### src/rtl/mram_pkg.sv
// mram_pkg: shared types, default widths and strobe encodings for mram_ctrl.
package mram_pkg;
  localparam int MRAM_ADDR_W = 20;
  localparam int MRAM_DATA_W = 16;
  localparam int MRAM_LEN_W = 4;
  typedef logic [1:0] be_t;
  typedef enum logic [2:0] {IDLE, WR_WAIT, WR_STROBE, RD_STROBE, GAP} state_t;
  // Strobe bundle {e, g, w, lb, ub}, all active low
  typedef logic [4:0] strb_t;
  localparam strb_t STRB_OFF = 5'b11111;
  function automatic strb_t strb_wr(input be_t be);
    return {3'b010, ~be[0], ~be[1]};
  endfunction
  function automatic strb_t strb_rd(input be_t be);
    return {3'b001, ~be[0], ~be[1]};
  endfunction
endpackage

### src/rtl/mram_ctrl_if.sv
// mram_ctrl_if: command, write-data and read-return handshakes of mram_ctrl.
interface mram_ctrl_if import mram_pkg::*; #(
  parameter int ADDR_W = MRAM_ADDR_W,
  parameter int DATA_W = MRAM_DATA_W,
  parameter int LEN_W = MRAM_LEN_W
);
  logic cmd_valid, cmd_ready, cmd_we;
  logic [ADDR_W-1:0] cmd_addr;
  logic [LEN_W-1:0] cmd_len;
  be_t cmd_be;
  logic wr_valid, wr_ready;
  logic [DATA_W-1:0] wr_data;
  logic rd_valid, rd_last, busy;
  logic [DATA_W-1:0] rd_data;
  modport master (output cmd_valid, cmd_we, cmd_addr, cmd_len, cmd_be, wr_valid, wr_data,
                  input cmd_ready, wr_ready, rd_valid, rd_data, rd_last, busy);
  modport slave (input cmd_valid, cmd_we, cmd_addr, cmd_len, cmd_be, wr_valid, wr_data,
                 output cmd_ready, wr_ready, rd_valid, rd_data, rd_last, busy);
endinterface

### src/rtl/mram_beat_timer.sv
// mram_beat_timer: loadable down-counter; done is high once the count reaches zero.
module mram_beat_timer #(
  parameter int W = 8
) (
  input  logic         clk,
  input  logic         rst_n,
  input  logic         load,
  input  logic [W-1:0] val,
  output logic         done
);
  logic [W-1:0] cnt;
  always_ff @(posedge clk or negedge rst_n)
    if (!rst_n) cnt <= '0;
    else cnt <= load ? val : cnt - W'(cnt != '0);
  assign done = cnt == '0;
endmodule

### src/rtl/mram_ctrl.sv
// mram_ctrl: valid/ready command stream to timed MRAM strobe sequences.
// Define MRAM_CTRL_BURST_EN to honour cmd_len (multi-beat bursts); otherwise every command is one beat.
module mram_ctrl import mram_pkg::*; #(
  parameter int ADDR_W = MRAM_ADDR_W,
  parameter int DATA_W = MRAM_DATA_W,
  parameter int LEN_W = MRAM_LEN_W,
  parameter int WR_CYCLES = 2,
  parameter int RD_CYCLES = 2,
  parameter int GAP_CYCLES = 1
) (
  input  logic              clk,
  input  logic              rst_n,
  mram_ctrl_if.slave        bus,
  output logic              e_chipEnable_n,
  output logic              g_outputEnable_n,
  output logic              w_writeEnable_n,
  output logic              lb_lowerByteEnable_n,
  output logic              ub_upperByteEnable_n,
  output logic [ADDR_W-1:0] address,
  output logic [DATA_W-1:0] dqi_datainput,
  input  logic [DATA_W-1:0] dqo_dataoutput
);
  localparam int TW = 8;
  state_t state;
  strb_t strb;
  be_t be, be_eff;
  logic we, last, accept, rd_go, wr_go, gap_go, tload, tdone;
  logic [TW-1:0] tval;
  assign {e_chipEnable_n, g_outputEnable_n, w_writeEnable_n,
          lb_lowerByteEnable_n, ub_upperByteEnable_n} = strb;
  assign accept = bus.cmd_ready & bus.cmd_valid;
  assign be_eff = bus.cmd_be == '0 ? 2'b11 : bus.cmd_be;
  assign rd_go = (accept & ~bus.cmd_we) | (state == GAP & tdone & ~last & ~we);
  assign wr_go = state == WR_WAIT & bus.wr_valid;
  assign gap_go = (state == WR_STROBE | state == RD_STROBE) & tdone;
  assign tload = rd_go | wr_go | gap_go;
  assign tval = rd_go ? TW'(RD_CYCLES - 1) : wr_go ? TW'(WR_CYCLES - 1) : TW'(GAP_CYCLES - 1);
  mram_beat_timer #(.W(TW)) u_timer (.clk, .rst_n, .load(tload), .val(tval), .done(tdone));
`ifdef MRAM_CTRL_BURST_EN
  logic [LEN_W-1:0] left;
  always_ff @(posedge clk or negedge rst_n)
    if (!rst_n) left <= '0;
    else if (accept) left <= bus.cmd_len;
    else if (state == GAP && tdone && !last) left <= left - 1'b1;
  assign last = left == '0;
`else
  assign last = 1'b1;
`endif
  always_ff @(posedge clk or negedge rst_n)
    if (!rst_n) begin
      state <= IDLE;
      we <= 1'b0;
      be <= '0;
      strb <= STRB_OFF;
      address <= '0;
      dqi_datainput <= '0;
      bus.rd_valid <= 1'b0;
      bus.rd_data <= '0;
      bus.rd_last <= 1'b0;
      bus.cmd_ready <= 1'b0;
      bus.wr_ready <= 1'b0;
      bus.busy <= 1'b0;
    end else begin
      bus.rd_valid <= 1'b0;
      case (state)
        IDLE:
          if (accept) begin
            we <= bus.cmd_we;
            be <= be_eff;
            address <= bus.cmd_addr;
            bus.cmd_ready <= 1'b0;
            bus.busy <= 1'b1;
            bus.wr_ready <= bus.cmd_we;
            state <= bus.cmd_we ? WR_WAIT : RD_STROBE;
            strb <= bus.cmd_we ? STRB_OFF : strb_rd(be_eff);
          end else bus.cmd_ready <= 1'b1;
        WR_WAIT:
          if (bus.wr_valid) begin
            dqi_datainput <= bus.wr_data;
            bus.wr_ready <= 1'b0;
            strb <= strb_wr(be);
            state <= WR_STROBE;
          end
        WR_STROBE:
          if (tdone) begin
            strb <= STRB_OFF;
            state <= GAP;
          end
        RD_STROBE:
          if (tdone) begin
            bus.rd_data <= dqo_dataoutput;
            bus.rd_valid <= 1'b1;
            bus.rd_last <= last;
            strb <= STRB_OFF;
            state <= GAP;
          end
        GAP:
          if (tdone && last) begin
            bus.cmd_ready <= 1'b1;
            bus.busy <= 1'b0;
            state <= IDLE;
          end else if (tdone) begin
            address <= address + 1'b1;
            bus.wr_ready <= we;
            strb <= we ? STRB_OFF : strb_rd(be);
            state <= we ? WR_WAIT : RD_STROBE;
          end
        default: state <= IDLE;
      endcase
    end
endmodule

### src/flat_wrapper.sv
// flat-port wrapper written by rule: the top's interface ports become plain ports
module mram_ctrl_flat import mram_pkg::*;
#(
  parameter int ADDR_W = MRAM_ADDR_W,
  parameter int DATA_W = MRAM_DATA_W,
  parameter int LEN_W = MRAM_LEN_W,
  parameter int WR_CYCLES = 2,
  parameter int RD_CYCLES = 2,
  parameter int GAP_CYCLES = 1
)
  (clk, rst_n, e_chipEnable_n, g_outputEnable_n, w_writeEnable_n, lb_lowerByteEnable_n, ub_upperByteEnable_n, address, dqi_datainput, dqo_dataoutput, bus_cmd_valid, bus_cmd_we, bus_cmd_addr, bus_cmd_len, bus_cmd_be, bus_wr_valid, bus_wr_data, bus_cmd_ready, bus_wr_ready, bus_rd_valid, bus_rd_data, bus_rd_last, bus_busy);
  mram_ctrl_if #(.ADDR_W(ADDR_W), .DATA_W(DATA_W), .LEN_W(LEN_W)) bus_i ();
  input  logic clk;
  input  logic rst_n;
  output logic e_chipEnable_n;
  output logic g_outputEnable_n;
  output logic w_writeEnable_n;
  output logic lb_lowerByteEnable_n;
  output logic ub_upperByteEnable_n;
  output logic [ADDR_W-1:0] address;
  output logic [DATA_W-1:0] dqi_datainput;
  input  logic [DATA_W-1:0] dqo_dataoutput;
  input wire logic [$bits(bus_i.cmd_valid)-1:0] bus_cmd_valid;
  input wire logic [$bits(bus_i.cmd_we)-1:0] bus_cmd_we;
  input wire logic [$bits(bus_i.cmd_addr)-1:0] bus_cmd_addr;
  input wire logic [$bits(bus_i.cmd_len)-1:0] bus_cmd_len;
  input wire logic [$bits(bus_i.cmd_be)-1:0] bus_cmd_be;
  input wire logic [$bits(bus_i.wr_valid)-1:0] bus_wr_valid;
  input wire logic [$bits(bus_i.wr_data)-1:0] bus_wr_data;
  output wire logic [$bits(bus_i.cmd_ready)-1:0] bus_cmd_ready;
  output wire logic [$bits(bus_i.wr_ready)-1:0] bus_wr_ready;
  output wire logic [$bits(bus_i.rd_valid)-1:0] bus_rd_valid;
  output wire logic [$bits(bus_i.rd_data)-1:0] bus_rd_data;
  output wire logic [$bits(bus_i.rd_last)-1:0] bus_rd_last;
  output wire logic [$bits(bus_i.busy)-1:0] bus_busy;
  assign bus_i.cmd_valid = bus_cmd_valid;
  assign bus_i.cmd_we = bus_cmd_we;
  assign bus_i.cmd_addr = bus_cmd_addr;
  assign bus_i.cmd_len = bus_cmd_len;
  assign bus_i.cmd_be = bus_cmd_be;
  assign bus_i.wr_valid = bus_wr_valid;
  assign bus_i.wr_data = bus_wr_data;
  assign bus_cmd_ready = bus_i.cmd_ready;
  assign bus_wr_ready = bus_i.wr_ready;
  assign bus_rd_valid = bus_i.rd_valid;
  assign bus_rd_data = bus_i.rd_data;
  assign bus_rd_last = bus_i.rd_last;
  assign bus_busy = bus_i.busy;
  mram_ctrl #(.ADDR_W(ADDR_W), .DATA_W(DATA_W), .LEN_W(LEN_W), .WR_CYCLES(WR_CYCLES), .RD_CYCLES(RD_CYCLES), .GAP_CYCLES(GAP_CYCLES)) u_core (.clk(clk), .rst_n(rst_n), .bus(bus_i), .e_chipEnable_n(e_chipEnable_n), .g_outputEnable_n(g_outputEnable_n), .w_writeEnable_n(w_writeEnable_n), .lb_lowerByteEnable_n(lb_lowerByteEnable_n), .ub_upperByteEnable_n(ub_upperByteEnable_n), .address(address), .dqi_datainput(dqi_datainput), .dqo_dataoutput(dqo_dataoutput));
endmodule
### config.mk
export PLATFORM = sky130hd
export DESIGN_NAME = mram_ctrl_flat
export DESIGN_NICKNAME = d
export VERILOG_FILES = /design/src/rtl/mram_pkg.sv /design/src/rtl/mram_ctrl_if.sv /design/src/rtl/mram_beat_timer.sv /design/src/rtl/mram_ctrl.sv /design/src/flat_wrapper.sv
export SDC_FILE = /design/constraint.sdc
export NUM_CORES = 1
export LEC_CHECK = 0
export BUFFER_PORTS_ARGS = -buffer_cell sky130_fd_sc_hd__buf_2
export CORE_MARGIN = 2
export CORE_UTILIZATION = 51
export DETAILED_ROUTE_END_ITERATION = 10
export PLACE_DENSITY = 0.84
export SYNTH_ARGS = -nofsm -noshare
export SYNTH_HDL_FRONTEND = slang
export SYNTH_SLANG_ARGS = --single-unit
### constraint.sdc
create_clock -name clk -period 3 [get_ports clk]
set_input_delay 0.45 -clock clk [delete_from_list [all_inputs] [get_ports clk]]
set_output_delay 0.45 -clock clk [all_outputs]
set_load 0.01 [all_outputs]
==> out/qor.yml <==
status: "completed"
cts_tree: "yes"
cts_hold_buf: 0
ant_nets: 0
drt-initial-drc-count: 63
cts.repair.resized: 0
p_leak_uw: 0.00201
diodes: 0
fin_crit_ns: 2.24
dp.cells: 434
utilization_pct: 67.5
slew_violations: 0
cp.arrival_ns: 2.47
antenna_found_initial: 0
synth-edff-count: 0
end_kind: "flop"
grt_use_total_pct: 20.1
num_rows: 28
synth_area_leaders: "dfrtp_1 (57%), mux2_2 (11%), nand2_1 (7.1%), mux2_4 (4.4%), dfstp_2 (4.3%)"
powerDensity_nw_per_um2: 1080
die_h_um: 81.5
post_cts_buffers: 0
yosysWarnings: 0
drive_gt1_share_pct: 49.9
cts-root-buf: "clkbuf_8"
core_um2: 5850
grt_pass1_wl_um: 10000
fillers: 470
synth_top_family_by_area: "multiplexers"
ys.flop_type: "dfrtp_1"
dr.pass1.iters: 4
hold_violations: 0
drc: 0
synth-async-reset-ratio_pct: 100
yosys.area_share.simple_pct: 12.8
die_x_um: 81.5
wl_um: 6190
cts_buffers: 9
clock_skew_ns: 0.00920
dieArea_um2: 6640
muxShareOfSynthArea_pct: 15.8
period_share_pct: 74.8
clk_pin_slew_ns: 0.08
rsz0062_at_grt: "false"
dpl.hpwl_um: 4390
clkLatencyLatePin_ns: 0.34
via_count: 2256
whs_ns: 0.226
grt-ovfl-total: 0
synth_nets: 312
grt_pass1_vias: 2253
cp_data_required_time_ns: 3.22
finalSetupViolCount: 0
io_pins: 125
maxCapViolations: 0
cts_max_level: 3
setup_tns_ns: 0
synth_top_cell_by_area: "dfrtp_1"
startpoint_type: "flop"
syn_to_final_growth_pct: 28.8
synthCells: 247
grt_start_max_net_pins: 76
vias_per_cell: 5.01
crit_fanout: 17
synth_top_area_share_pct: 57.2
worst_pin_slew_ns: 0.897
yosys.cell_count.top_type: "dfrtp_1"
instances_no_fill: 450
ir_drop_mv: 0.673
synth-seq-cells: 75
io_buffers: 120
postSynthAreaPerCell_um2: 12.4
route.detailed.wl_per_inst_um: 13.8
netlist-cell-type-count: 35
critPathKind: "flop to flop"
synth-compound-area-share_pct: 4.94
cts.sinks: 75
synthTopCellsByCount: "dfrtp_1 (70), nand2_1 (58), mux2_2 (31)"
cts.path.max_buffers: 2
synth_adder_area_share_pct: 0.817
synth_xor_area_share_pct: 1.72
min_path_type: "input port to async pin"
relSlewSlack_pct: 40.2
ys_seq_area_share_pct: 61.5
fin_nets: 435
netlist_area_um2: 3060
initial_core_util_pct: 52.4
fmax_mhz: 446
gp_congestion: 0.723
[flip-flops by register name (all words and copies together), names as in the netlist]
name,flops
u_core.bus.rd_last,1
u_core.dqi_datainput,16
u_core.state,3
u_core.be,2
u_core.u_timer.cnt,8
u_core.bus.busy,1
u_core.bus.wr_ready,1
u_core.bus.rd_data,16
u_core.bus.cmd_ready,1
u_core.strb,5
u_core.address,20
u_core.bus.rd_valid,1
[final cells by class]
cell class                      instances  area [µm²]  share of cell area (%)
Inverter                                4        15.0                   0.380
Clock inverter                          6        90.1                    2.28
Multi-Input combinational cell        157        1110                    28.2
Clock buffer                           10         128                    3.23
Tap cell                               75        93.8                    2.38
Sequential cell                        75        1880                    47.7
Timing Repair Buffer                  123         626                    15.9
[report_power, final]
part / total, µW / internal [µW] / switching, µW / leakage, µW
registers: 1790 / 1500 / 293 / 0.000897
clock network: 841 / 470 / 371 / 0.000106
logic: 1640 / 839 / 802 / 0.00100
total: 4270 / 2810 / 1470 / 0.00201
[metrics by stage]
step	cell area [µm²]	total power [µW]	setup WS, ns
finish	3950	4270	0.757
floorplan	3060	2830	1.04
global placement	3730	3380	0.800
global route	3950	4580	0.642
CTS	3950	4320	0.739
detailed placement	3730	3460	0.745
[per-layer routing]
layer | global-route usage, % | routed length [µm] | share of wire [%] | vias up
li1 | - | - | - | 1079
met1 | 25.5 | 2640 | 43 | 1085
met2 | 32.0 | 2990 | 48 | 83
met3 | 7.69 | 478 | 7.7 | 9
met4 | 6.61 | 80 | 1.3 | 0
met5 | 0 | 0 | 0 | -
[path summary, 6_finish.rpt]
path	start	end	slack (ns)	depth (start not counted)
max	u_core.u_timer.cnt[4]$_DFF_PN0_	u_core.bus.rd_data[8]$_DFFE_PN0P_	0.76	5
min	rst_n	u_core.address[9]$_DFFE_PN0P_	0.23	1
max reg2reg	u_core.u_timer.cnt[4]$_DFF_PN0_	u_core.bus.rd_data[8]$_DFFE_PN0P_	0.76	5
min reg2reg	u_core.bus.rd_last$_DFFE_PN0P_	u_core.bus.rd_last$_DFFE_PN0P_	0.47	1
max in group asynchronous	rst_n	u_core.bus.rd_data[9]$_DFFE_PN0P_	2.18	1
min in group clk	bus_wr_data[11]	u_core.dqi_datainput[11]$_DFFE_PN0P_	0.29	3
[kinds of logic (layout without fill, tap and decap cells)]
kind of cell / Yosys count / in the layout
and+or+nand+nor: 87 / 87
AOI/OAI and AO/OA: 22 / 22
adders and majority gates: 2 / 2
buffers and inverters: 15 / 143
xor gates and xnor gates: 6 / 6
muxes: 40 / 40
DFF: 75 / 75
[critical path, stage by stage, from the launching register on]
cell	delay, ns
dfrtp_1	0.43
nor4_4	0.34
nand2_1	0.27
or4b_1	0.53
buf_4	0.23
mux2_4	0.32
[placed cells by master, fill, tap and decap left out, types with 2 or more instances in the layout]
cell and count:
buf_2 119, dfrtp_1 70, nand2_1 58, mux2_2 31, nor2_1 13, mux2_4 9
clkbuf_8 9, a21oi_1 5, dfstp_2 5, inv_1 4, nand2b_1 4, xnor2_1 4
buf_4 4, a22oi_1 3, o21ai_0 3, nor4_1 2, nor3b_1 2, o221ai_1 2
xor2_1 2, a31o_2 2, o21a_1 2, ha_1 2, bufinv_16 2, clkinv_4 2
No activity file was read; power rests on OpenSTA's default activity.
